===== config.mk =====
export PLATFORM = sky130hd
export DESIGN_NAME = core_run_ctrl
export DESIGN_NICKNAME = d
export VERILOG_FILES = /design/src/rtl/core_run_ctrl.sv
export SDC_FILE = /design/constraint.sdc
export NUM_CORES = 1
export LEC_CHECK = 0
export ABC_AREA = 1
export CAP_MARGIN = 0
export CORE_MARGIN = 2
export CORE_UTILIZATION = 40
export DETAILED_ROUTE_END_ITERATION = 6
export PLACE_DENSITY = 0.74
export SETUP_SLACK_MARGIN = 0.2
export SLEW_MARGIN = 30
export SYNTH_ARGS = -nofsm -noshare
export SYNTH_HDL_FRONTEND = slang
export SYNTH_SLANG_ARGS = --single-unit

===== constraint.sdc =====
create_clock -name clk -period 2.85 [get_ports clk]
set_input_delay 0.57 -clock clk [delete_from_list [all_inputs] [get_ports clk]]
set_output_delay 0.57 -clock clk [all_outputs]
set_load 0.01 [all_outputs]

===== src/rtl/core_run_ctrl.sv =====
// ============================================================================
// core_run_ctrl : core reset sequencing, breakpoint/EBREAK/timeout halt control
// Rev 1.0
// ============================================================================
`default_nettype none

module core_run_ctrl #(
  parameter int XLEN       = 32,
  parameter int NUM_BP     = 4,
  parameter int RST_CYCLES = 2,
  parameter int TO_W       = 16,
  parameter int DRAIN_W    = 4,
  localparam int c_idx_w   = (NUM_BP > 1) ? $clog2(NUM_BP) : 1
) (
  input  logic                   clk,
  input  logic                   rst,
  input  logic                   run_req_i,
  input  logic [XLEN-1:0]        pc_i,
  input  logic [31:0]            inst_i,
  input  logic [NUM_BP*XLEN-1:0] bp_addr_i,
  input  logic [NUM_BP-1:0]      bp_en_i,
  input  logic [DRAIN_W-1:0]     drain_i,
  input  logic [TO_W-1:0]        timeout_i,
  output logic                   core_nrst_o,
  output logic                   running_o,
  output logic                   halted_o,
  output logic                   stop_o,
  output logic [1:0]             halt_cause_o,
  output logic [c_idx_w-1:0]     hit_idx_o,
  output logic [31:0]            cycle_cnt_o
);

  localparam logic [31:0]   c_ebreak   = 32'h0010_0073;
  localparam int            c_rc_w     = $clog2(RST_CYCLES + 1);
  localparam logic [c_rc_w-1:0] c_rst_init = c_rc_w'(RST_CYCLES - 1);
  localparam int            c_cmp_w    = ((TO_W > 32) ? TO_W : 32) + 1;

  localparam logic [1:0] c_cause_none = 2'd0;
  localparam logic [1:0] c_cause_bp   = 2'd1;
  localparam logic [1:0] c_cause_ebrk = 2'd2;
  localparam logic [1:0] c_cause_to   = 2'd3;

  typedef enum logic [2:0] {
    S_IDLE  = 3'd0,
    S_RESET = 3'd1,
    S_RUN   = 3'd2,
    S_DRAIN = 3'd3,
    S_HALT  = 3'd4
  } state_e;

  state_e               state_q, state_d;
  logic [c_rc_w-1:0]    rst_cnt_q, rst_cnt_d;
  logic [DRAIN_W-1:0]   drain_cnt_q, drain_cnt_d;
  logic [31:0]          cycle_cnt_q, cycle_cnt_d;
  logic [1:0]           cause_q, cause_d;
  logic [c_idx_w-1:0]   hit_idx_q, hit_idx_d;
  logic                 core_nrst_q, core_nrst_d;
  logic                 running_q, running_d;
  logic                 halted_q, halted_d;
  logic                 stop_q, stop_d;

  logic                 w_bp_hit;
  logic [c_idx_w-1:0]   w_bp_idx;
  logic                 w_ebreak;
  logic                 w_to_hit;
  logic [31:0]          w_cnt_inc;
  logic [c_cmp_w-1:0]   w_cnt_p1;
  logic [c_cmp_w-1:0]   w_to_ext;

  // Scan from the top down so the lowest matching index is the one kept.
  always_comb begin
    w_bp_hit = 1'b0;
    w_bp_idx = '0;
    for (int k = NUM_BP - 1; k >= 0; k--) begin
      if (bp_en_i[k] && (pc_i == bp_addr_i[k*XLEN +: XLEN])) begin
        w_bp_hit = 1'b1;
        w_bp_idx = c_idx_w'(k);
      end
    end
  end

  // While in RUN, cycle_cnt equals the number of RUN cycles already completed.
  assign w_cnt_p1  = {{(c_cmp_w-32){1'b0}}, cycle_cnt_q} + {{(c_cmp_w-1){1'b0}}, 1'b1};
  assign w_to_ext  = {{(c_cmp_w-TO_W){1'b0}}, timeout_i};
  assign w_to_hit  = (timeout_i != '0) && (w_cnt_p1 == w_to_ext);
  assign w_ebreak  = (inst_i == c_ebreak);
  assign w_cnt_inc = (cycle_cnt_q == 32'hFFFF_FFFF) ? cycle_cnt_q : cycle_cnt_q + 32'd1;

  always_comb begin
    state_d     = state_q;
    rst_cnt_d   = rst_cnt_q;
    drain_cnt_d = drain_cnt_q;
    cycle_cnt_d = cycle_cnt_q;
    cause_d     = cause_q;
    hit_idx_d   = hit_idx_q;

    case (state_q)
      S_IDLE, S_HALT: begin
        if (run_req_i) begin
          state_d     = S_RESET;
          rst_cnt_d   = c_rst_init;
          cycle_cnt_d = '0;
          cause_d     = c_cause_none;
          hit_idx_d   = '0;
        end
      end
      S_RESET: begin
        if (rst_cnt_q == '0) begin
          state_d = S_RUN;
        end else begin
          rst_cnt_d = rst_cnt_q - 1'b1;
        end
      end
      S_RUN: begin
        cycle_cnt_d = w_cnt_inc;
        if (w_bp_hit || w_ebreak) begin
          cause_d     = w_bp_hit ? c_cause_bp : c_cause_ebrk;
          hit_idx_d   = w_bp_hit ? w_bp_idx : hit_idx_q;
          drain_cnt_d = drain_i;
          state_d     = (drain_i == '0) ? S_HALT : S_DRAIN;
        end else if (w_to_hit) begin
          cause_d = c_cause_to;
          state_d = S_HALT;
        end
      end
      S_DRAIN: begin
        cycle_cnt_d = w_cnt_inc;
        drain_cnt_d = drain_cnt_q - 1'b1;
        if (drain_cnt_q <= {{(DRAIN_W-1){1'b0}}, 1'b1}) begin
          state_d = S_HALT;
        end
      end
      default: begin
        state_d = S_IDLE;
      end
    endcase

    core_nrst_d = (state_d == S_RUN) || (state_d == S_DRAIN) || (state_d == S_HALT);
    running_d   = (state_d == S_RUN) || (state_d == S_DRAIN);
    halted_d    = (state_d == S_HALT);
    stop_d      = (state_d == S_HALT) && (state_q != S_HALT);
  end

  always_ff @(posedge clk or posedge rst) begin
    if (rst) begin
      state_q     <= S_IDLE;
      rst_cnt_q   <= '0;
      drain_cnt_q <= '0;
      cycle_cnt_q <= '0;
      cause_q     <= c_cause_none;
      hit_idx_q   <= '0;
      core_nrst_q <= 1'b0;
      running_q   <= 1'b0;
      halted_q    <= 1'b0;
      stop_q      <= 1'b0;
    end else begin
      state_q     <= state_d;
      rst_cnt_q   <= rst_cnt_d;
      drain_cnt_q <= drain_cnt_d;
      cycle_cnt_q <= cycle_cnt_d;
      cause_q     <= cause_d;
      hit_idx_q   <= hit_idx_d;
      core_nrst_q <= core_nrst_d;
      running_q   <= running_d;
      halted_q    <= halted_d;
      stop_q      <= stop_d;
    end
  end

  assign core_nrst_o  = core_nrst_q;
  assign running_o    = running_q;
  assign halted_o     = halted_q;
  assign stop_o       = stop_q;
  assign halt_cause_o = cause_q;
  assign hit_idx_o    = hit_idx_q;
  assign cycle_cnt_o  = cycle_cnt_q;

endmodule

`default_nettype wire


# Word level (Yosys, flattened, before mapping)
# Index checks and enable logic that the tools add are counted.
# op_classes
addsub	4
order_cmp	1
n_eq_ne	21
muxes	31
reduce_logical	24
# ops
cell	count
$eq 32x32->1	4
$mux 32	2
$pmux 32 s2	1
$add 32x1->33 const B	1
$eq 33x16->1	1
$add 32x1->32 const B	1
$eq 32x21->1 const B	1
$eq 32x32->1 const B	1
$mux 2	12
$mux 3	6
$reduce_bool 16->1	1
$eq 3x2->1 const B	4
$pmux 2 s2	3
$pmux 3 s4	1
$ne 2x2->1 const B	5
$reduce_and 3->1	3
$pmux 4 s2	1
$reduce_bool 2->1	4
$eq 3x3->1 const B	2
$logic_and 1x1->1	6
$ne 3x3->1 const B	2
$le 4x1->1 const B	1
$logic_not 4->1	1
$mux 1	4
other kinds (10)	13
# word_totals
register_bits	49
in_bits	219
output_inout_bits	40
elab_cells	91

# Longest topological paths before layout
# Gate-level depths: netlist of the first run.
# depth
depth_word	12
ltp_mapped	19
depth_no_buf	19

# Worst setup path after synthesis of the first run
# OpenSTA, ideal clock, no wires.
# synth_path
path_type	flip-flop to flip-flop
startpoint	reg cycle_cnt_q[1], in the netlist cycle_cnt_o[1]
endpoint	reg core_nrst_q, in the netlist core_nrst_o
setup_ps	123
arrival_ps	2036
t_required_ps	2727
path_slack_ps	691
path_stages_with_launch	19
n_path_buf	0
period_less_slack_ps	2159
path_cell_list	dfrtp_1 > ha_1 > nand2_2 > nor2_4 > nand2_2 > nor2_4 > nand2_2 > nand2_1 > nand2_1 > inv_2 > nand2_2 > nor2_2 > nand2_1 > nor2_2 > nand3_2 > nand2_1 > nand2_1 > a21oi_2 > nand2_1
# synth_between
elab_chain_cells	9
word_cells_on_any_way	11
cone_classes	1 x add/sub; 4 x eq/ne; 3 x mux; 3 x reduce/logical
# synth_lines
element	line_no	text
start: declaration	54	logic [31:0] cycle_cnt_q, cycle_cnt_d;
start signal: assignment	160	cycle_cnt_q <= cycle_cnt_d;
$add 32x1->33 *	83	assign w_cnt_p1 = {{(c_cmp_w-32){1'b0}}, cycle_cnt_q} + {{(c_cmp_w-1){1'b0}}, 1'b1};
$eq 33x16->1 *	85	assign w_to_hit = (timeout_i != '0) && (w_cnt_p1 == w_to_ext);
$logic_and 1x1->1 *	85	
$mux 3 *	121	end else if (w_to_hit) begin
$mux 3 *	116	if (w_bp_hit || w_ebreak) begin
$pmux 3 s4 *	97	case (state_q)
$eq 3x2->1	138	core_nrst_d = (state_d == S_RUN) || (state_d == S_DRAIN) || (state_d == S_HALT);
$logic_or 1x1->1	138	
$logic_or 1x1->1 *	138	
net core_nrst_d	57	logic core_nrst_q, core_nrst_d;
end signal: assignment	163	core_nrst_q <= core_nrst_d;
end: declaration	57	
# Mark *: on every way through the listed nets, which the timed path passes. The rest lies on a longest branch.
# A chain may end at the register's enable or synchronous reset.

# Worst setup path in the final report of the first run
# layout_path
startpoint	in pc_i[29]
endpoint	reg core_nrst_q, in the netlist core_nrst_o
# layout_between
elab_chain_cells	12
word_cells_on_any_way	20
cone_classes	7 x eq/ne; 6 x mux; 7 x reduce/logical
# layout_lines
element	line_no	text
start: declaration	18	input logic [XLEN-1:0] pc_i,
$eq 32x32->1	75	if (bp_en_i[k] && (pc_i == bp_addr_i[k*XLEN +: XLEN])) begin
$logic_and 1x1->1	75	
$mux 1 (3 in series)	75	
$mux 1 *	75	
$logic_or 1x1->1 *	116	
$mux 3 *	116	
$pmux 3 s4 *	97	
$eq 3x2->1	138	
$logic_or 1x1->1	138	
$logic_or 1x1->1 *	138	
net core_nrst_d	57	
# Marks and branches as above.

==> run metrics, run 1 <==
largest net degree at the start of global routing 50; critical path data arrival time roughly 2.7 ns; commonest register cell after synthesis dfrtp_1; syn_nets approximately 1500; Clk pin slew, worst setup/hold paths about 0.08 ns; worst setup path class input port to flop; Clock Sink Count 49; Compound-Gate Fraction of Synth Area under 10%; vias post-DR about 9200; Die Ht between 100 and 150 µm; ys async rst share 100.0%; hold slack a little over 0.5 ns; largest family of logic cells by synthesized area simple AND/OR/NAND/NOR gates; drt total wl approximately 32 mm; Final #Nets between 1500 and 2000; antenna-violating nets left 0; post-DR wirelength/cell between 15 and 20 µm; EDFF count, synth 0; adder-cell area share of the yosys netlist less than 1%; Post-Route Skew about 0.011 ns; global-route wire length before repair between 40 and 50 mm; leakage about 0.0056 µW; highest clock rate between 300 and 400 MHz; All-Layer GR Usage a little over a third; final instance count without filler cells around 1800; via density per instance roughly 5.2; outcome finished, final reports clean; area grow syn2layout 52.62%; IO Count about 260; GRT Residual Overflow 0; critical path peak fanout 6; pre-CTS setup slack -0.1255 ns; XOR/XNOR share of the synthesized area between 8 and 9%; endpoints failing setup 0; Mapped Area 6658 µm²; Worst Hold End rst_cnt_q[1]; CORE AREA approximately 16000 µm²; Post-Syn Instances 1235; relative slew slack a little under three fifths; CTS H-Tree Depth 2; Req. time, crit path ~3.0 ns; Port Buf Inserts around 260; average size of a mapped cell between 5 and 6 µm²; most common cell after layout, fill and taps aside nand2_1; HPWL after DPL 27.49 mm; Core Rows 47; min Tclk post-route 2.511 ns; CTS tree built; post-synthesis cell type count 37; Hold WC Path Type flop to flop; CTS Buf Count 5; setup tns final 0 ns; endpoint type of the worst setup path flop; iteration count of the initial detailed-routing pass 6; reg2reg setup slack roughly 0.38 ns; Post-Synth Simple-Gate Area 54.58%; ANT cells 0; max_cap viols 0; Hold Path Depth 2; VDD IR-drop max 0.0004671 V; RSZ-0062 raised after global routing true; Die W approximately 130 µm; Least-Margin Pin Slew between 0.6 and 0.7 ns; dpl cells ~1800; DRC viols 0; YS warnings 0; vias in the first global route about 9000; initial core utilization about 41%; fin crit share between 80% and 90%; Worst setup SP type input port; Final Hold Vio Count 0; area of the die between 15000 and 20000 µm²; worst hold start rst_cnt_q[1]; Reg2Reg Launch Point cycle_cnt_o[0]; CTS root buf clkbuf_16; register area share after synthesis between 10% and 20%; CTS max path bufs 2; layout cells sized above 1 ~8.8%; PwrDens between 500 and 600 nW/µm²; capturing point of the worst reg2reg path core_nrst_o; Yosys reg bits just under 50; multiplexer share of the synthesized area 0%; Clock Latency Late Sink around 0.30 ns; reg2reg path depth 17; Tot Pwr 5127 µW; Final Max Tran Viols 0; Iter 0 DRT Violations about 820; Placer Congestion between 1 and 1.5; initial antenna violation count 0; post-route setup slack ~0.34 ns; commonest non-fill, non-tap cells in the layout nand2_1 (454), clkdlybuf4s50_1 (253), nor2_1 (179), inv_1 (175), nand3_1 (62)
-- flip-flops by register name, summed over array words and instances (netlist names) --
| register | count |
|---|---|
| halt_cause_o | 2 |
| rst_cnt_q | 2 |
| cycle_cnt_o | 32 |
| hit_idx_o | 2 |
| halted_o | 1 |
| core_nrst_o | 1 |
| state_q | 3 |
| stop_o | 1 |
| running_o | 1 |
| drain_cnt_q | 4 |
-- what timing repair did --
| action | in CTS | in global routing |
|---|---|---|
| setup buffers | 0 | 5 |
| setup endpoints to repair | 1 | 13 |
| cloned | 0 | 0 |
| pin swaps | 0 | 4 |
| hold buffers | 0 | 0 |
| gates resized for setup | 2 | 23 |
-- cell type report --
class	instances	area [µm²]
clock inverters	3	43.79
flip-flops and latches	49	1230
clock buffers	5	125.1
fillers	1594	6246
inverters	180	675.6
multi-input cells	996	4760
well taps	220	275.3
repair buffers	316	3052
-- through the flow --
stage          utilization [%]  cell area (µm²)
3_3_place_gp             60.31             9896
2_1_floorplan                -             6658
3_5_place_dp             60.31             9896
4_1_cts                  61.34            10060
6_report                 61.93            10160
5_1_grt                  61.93            10160
-- cells in the mapped netlist (2+ instances only) --
cell type,number,area (µm²)
xor2_1,40,350.3
o22ai_1,17,106.4
inv_2,2,7.510
buf_2,3,15.01
o21ai_0,60,300.3
a21oi_1,6,30.03
nand3_1,63,315.3
or2_2,19,118.9
nor2_4,6,67.56
dfrtp_1,49,1226
nor4_1,10,62.56
inv_1,178,668.1
nand3b_1,10,75.07
nand2_1,455,1708
o21ai_1,4,20.02
xnor2_1,15,131.4
nand4_1,40,250.2
nor3b_1,4,30.03
xnor3_1,2,45.04
nor3_1,22,110.1
ha_1,4,50.05
nor2_1,187,701.9
nand2_2,11,68.82
nor2_2,9,56.30
nand2b_1,2,12.51
clkbuf_1,6,22.52
-- worst max-delay path, cell delays in order --
cell and delay, ns:
clkdlybuf4s50_1 0.49, buf_4 0.15, inv_1 0.12, nand2_1 0.13, nand2_1 0.08, nor2_1 0.13, nand2_1 0.06, nor2_1 0.10
nand3_1 0.10, nor2_2 0.14, nor2_1 0.08, nand3_2 0.14, nor2_1 0.06, nand2_1 0.06, nand2_1 0.06, a21oi_2 0.17
nand2_1 0.07
-- where the power goes --
group	total (µW)	switching (µW)	internal, µW
Clock	707	290	417
Combinational	3570	2200	1380
Sequential	848	39.7	809
Total	5130	2530	2600
-- metal layers --
layer / GRT usage [%] / vias up / routed length, µm
met4: 18.04 / 0 / 1737
met2: 61.74 / 492 / 15030
met5: 0 / - / 0
met1: 43.17 / 4130 / 12710
li1: - / 4490 / -
met3: 4.521 / 89 / 2318
-- worst max-delay path by stage --
stage / endpoint / from / cells past startpoint / slack (ns)
after floorplan: core_nrst_o / cycle_cnt_o[1] / 18 / 0.69
after global placement: drain_cnt_q[3] / pc_i[4] / 12 / -0.08
after detailed placement: drain_cnt_q[1] / pc_i[3] / 14 / -0.13
after CTS: drain_cnt_q[1] / pc_i[4] / 11 / 0.22
after global routing: core_nrst_o / cycle_cnt_o[0] / 15 / 0.15
final: core_nrst_o / pc_i[29] / 17 / 0.34
-- cell families (layout without fill, tap and decap cells) --
kind of cell,after synthesis,count (layout)
simple gates,843,843
buf+inv,190,504
compound gates,91,91
xor+xnor,58,58
flops,49,49
fa+ha+maj,4,4
(Power assumes the default switching activity.)
==> inputs of run 2 (changes only) <==
--- a/config.mk
+++ b/config.mk
@@ -9,10 +9,11 @@
 export CAP_MARGIN = 0
 export CORE_MARGIN = 2
 export CORE_UTILIZATION = 40
+export CTS_BUF_LIST = sky130_fd_sc_hd__clkbuf_4
 export DETAILED_ROUTE_END_ITERATION = 6
 export PLACE_DENSITY = 0.74
 export SETUP_SLACK_MARGIN = 0.2
-export SLEW_MARGIN = 30
+export SLEW_MARGIN = 25
 export SYNTH_ARGS = -nofsm -noshare
 export SYNTH_HDL_FRONTEND = slang
 export SYNTH_SLANG_ARGS = --single-unit
==> run 2 against run 1 <==
Compared with the run above: the run now ends with DRC left; first-iteration DRC count decreased by 13%; total power decreased by 5.2%; critical path depth decreased by 2; critical endpoint unchanged; highest routed layer unchanged; maximum frequency increased by 1.1%; cell count unchanged; clock skew increased by 0.0094 ns; cell area decreased by 0.96%; hold slack improved by 0.016 ns; die area unchanged; combinational power about the same.
==> run metrics, run 2 (synthesis gave the netlist of run 1 again) <==
Hold WC Path Type flop to flop; endpoint type of the worst setup path flop; Net Sw Frac 51.21% (+1.9 points); Final Max Tran Viols 0 (unchanged); Psw 2489 µW (-1.5%); HPWL after DPL 27.49 mm (unchanged); antenna-violating nets left 0 (unchanged); post-route setup slack 0.3671 ns (+0.02769 ns); Sequential Power Share 17.5% (+1.0 points); endpoints failing setup 0 (unchanged); reg2reg path depth 15 (-2); RSZ-0062 raised after global routing false; critical path data arrival time 2.79 ns (+0.09 ns); Worst setup SP type flop; Least-Margin Pin Slew 0.6848 ns (+0.01025 ns); reg2reg setup slack 0.37 ns (about the same); final instance count without filler cells 1769 (unchanged); capturing point of the worst reg2reg path core_nrst_o; Most Crowded Layer GR met2; area of the die 17690 µm² (unchanged); most common cell after layout, fill and taps aside nand2_1; dpl cells 1756 (unchanged); Req. time, crit path 3.16 ns (+0.12 ns); hold slack 0.5208 ns (+0.01636 ns); vias post-DR 9199 (-0.022%); end point of the critical path core_nrst_o; initial antenna violation count 1 (+1); CTS Buf Count 5 (unchanged); min Tclk post-route 2.483 ns (-0.02769 ns); # fillers 1613 (+1.2%); Iter 0 DRT Violations 712 (-13%); met2 Use GR 61.69% (about the same); failing checks DRC; Core Rows 47 (unchanged); Port Buf Inserts 258 (unchanged); Die W 133.0 µm (unchanged); CTS H-Tree Depth 2 (unchanged); max_cap viols 0 (unchanged); Final Hold Vio Count 0 (unchanged); IO Count 259 (unchanged); drt total wl 31.61 mm (-0.57%); CTS tree built; met1 usage 43.14% (about the same); fin crit share 87.12% (-0.97 points); All-Layer GR Usage 35.52% (-0.049 points); number of flip-flops in the largest register 32 (unchanged); setup tns final 0 ns (unchanged); iteration count of the initial detailed-routing pass 7 (+1); outcome finished, violations left; post-DR wirelength/cell 17.87 µm (-0.57%); relative slew slack 54.35% (-0.68 points); via density per instance 5.200 (about the same); leakage 0.005509 µW (-1.0%); GRT Residual Overflow 0 (unchanged); critical path peak fanout 6 (unchanged); commonest non-fill, non-tap cells in the layout nand2_1 (455), clkdlybuf4s50_1 (256), nor2_1 (184), inv_1 (175), nand3_1 (62); launch point of the worst path cycle_cnt_o[7]; Post-Route Skew 0.02022 ns (+0.009355 ns); largest net degree at the start of global routing 50 (unchanged); met3 usage 4.521% (unchanged); CTS root buf clkbuf_4; area grow syn2layout 51.16%; global-route wire length before repair 48.42 mm (about the same); Reg2Reg Launch Point cycle_cnt_o[7]; PwrDens 483.1 nW/µm² (-4.3%); highest clock rate 402.8 MHz (+1.1%); Int Power 2372 µW (-8.8%); Die Ht 133.0 µm (unchanged); VDD IR-drop max 0.0004800 V (+2.8%); DRC viols 3 (+3); Clock Sink Count 49 (unchanged); initial core utilization 40.58% (unchanged); Comb power frac 73.4% (+3.7 points); Clk pin slew, worst setup/hold paths 0.17 ns (+0.09 ns); CTS max path bufs 2 (unchanged); Final #Nets 1770 (-0.056%); CORE AREA 16410 µm² (unchanged); Placer Congestion 1.018 (unchanged); Clock Latency Late Sink 0.40 ns (+0.10 ns); pre-CTS setup slack -0.1255 ns (unchanged); layout cells sized above 1 8.333% (-0.51 points); worst setup path class flop to flop; vias in the first global route 9061 (+0.43%); Clock Power Share 9.2% (-4.6 points)
[run 2: changes by cell type in the layout (fill, tap and decap cells not counted), sizes merged]
cell | previous run | this run
dlygate4sd2 | 1 | 0
diode | 0 | 1
buf | 58 | 57
clkdlybuf4s50 | 253 | 256
dlymetal6s2s | 4 | 2
[run 2: area by class of cell]
class	instances	area [µm²]	share of cell area [%]
diodes	1	2.502	0.02487
flip-flops and latches	49	1229	12.21
well taps	220	275.3	2.735
inverters	180	675.6	6.714
multi-input cells	996	4760	47.30
clock buffers	5	37.54	0.3730
repair buffers	315	3040	30.21
clock inverters	3	43.79	0.4352
[run 2: timing repair]
action | 4_1_cts | 5_1_grt
hold buffers | 0 | 0
setup buffers | 0 | 4
resized for setup | 0 | 17
setup endpoints to repair | 0 | 13
[run 2: how the worst min path moves through the flow]
stage	slack, ns	to	from	cells after the start
2_1_floorplan	0.45	rst_cnt_q[1]	rst_cnt_q[1]	2
3_3_place_gp	0.48	rst_cnt_q[1]	rst_cnt_q[1]	2
3_5_place_dp	0.48	rst_cnt_q[1]	rst_cnt_q[1]	2
4_1_cts	0.52	rst_cnt_q[1]	rst_cnt_q[1]	2
5_1_grt	0.55	rst_cnt_q[1]	rst_cnt_q[1]	2
6_report	0.52	rst_cnt_q[0]	rst_cnt_q[0]	1
[run 2: power by group through the flow]
stage / clock [µW] / sequential (µW) / combinational (µW)
3_3_place_gp: 0 / 859 / 3390
6_report: 445 / 849 / 3570
4_1_cts: 456 / 848 / 3470
5_1_grt: 480 / 855 / 3960
2_1_floorplan: 0 / 860 / 2170
3_5_place_dp: 0 / 861 / 3460
[run 2: per-stage QoR]
step | utilization [%] | area [µm²] | power, µW
after floorplan | - | 6658 | 3028
after global placement | 60.31 | 9896 | 4250
after detailed placement | 60.31 | 9896 | 4320
after CTS | 60.81 | 9977 | 4776
after global routing | 61.34 | 10060 | 5293
final | 61.34 | 10060 | 4861
[run 2: critical path, stage by stage (launching register included)]
cell and delay (ns):
dfrtp_1 0.51, nand2_1 0.18, nor2_2 0.25, nand2_1 0.11, nor2_1 0.25, nand2_1 0.12
nand3b_1 0.13, nand2_1 0.06, nor2_1 0.09, nand2_1 0.07, nor2_2 0.10, nand3_2 0.14
nand2_1 0.09, nand2_1 0.06, a21oi_2 0.17, nand2_1 0.07
[run 2: routing by layer]
| metal | vias up | share of wire [%] | routed length, µm |
|---|---|---|---|
| li1 | 4491 | - | - |
| met4 | 0 | 5.6 | 1771 |
| met1 | 4123 | 40 | 12650 |
| met2 | 491 | 47 | 14880 |
| met3 | 94 | 7.3 | 2317 |
| met5 | - | 0 | 0 |
==> inputs of run 3 (changes only) <==
--- a/config.mk
+++ b/config.mk
@@ -17,3 +17,4 @@
 export SYNTH_ARGS = -nofsm -noshare
 export SYNTH_HDL_FRONTEND = slang
 export SYNTH_SLANG_ARGS = --single-unit
+export TNS_END_PERCENT = 10
==> results of run 3 <==
No change in the layout: final DEF, timing and power equal those of run 2.
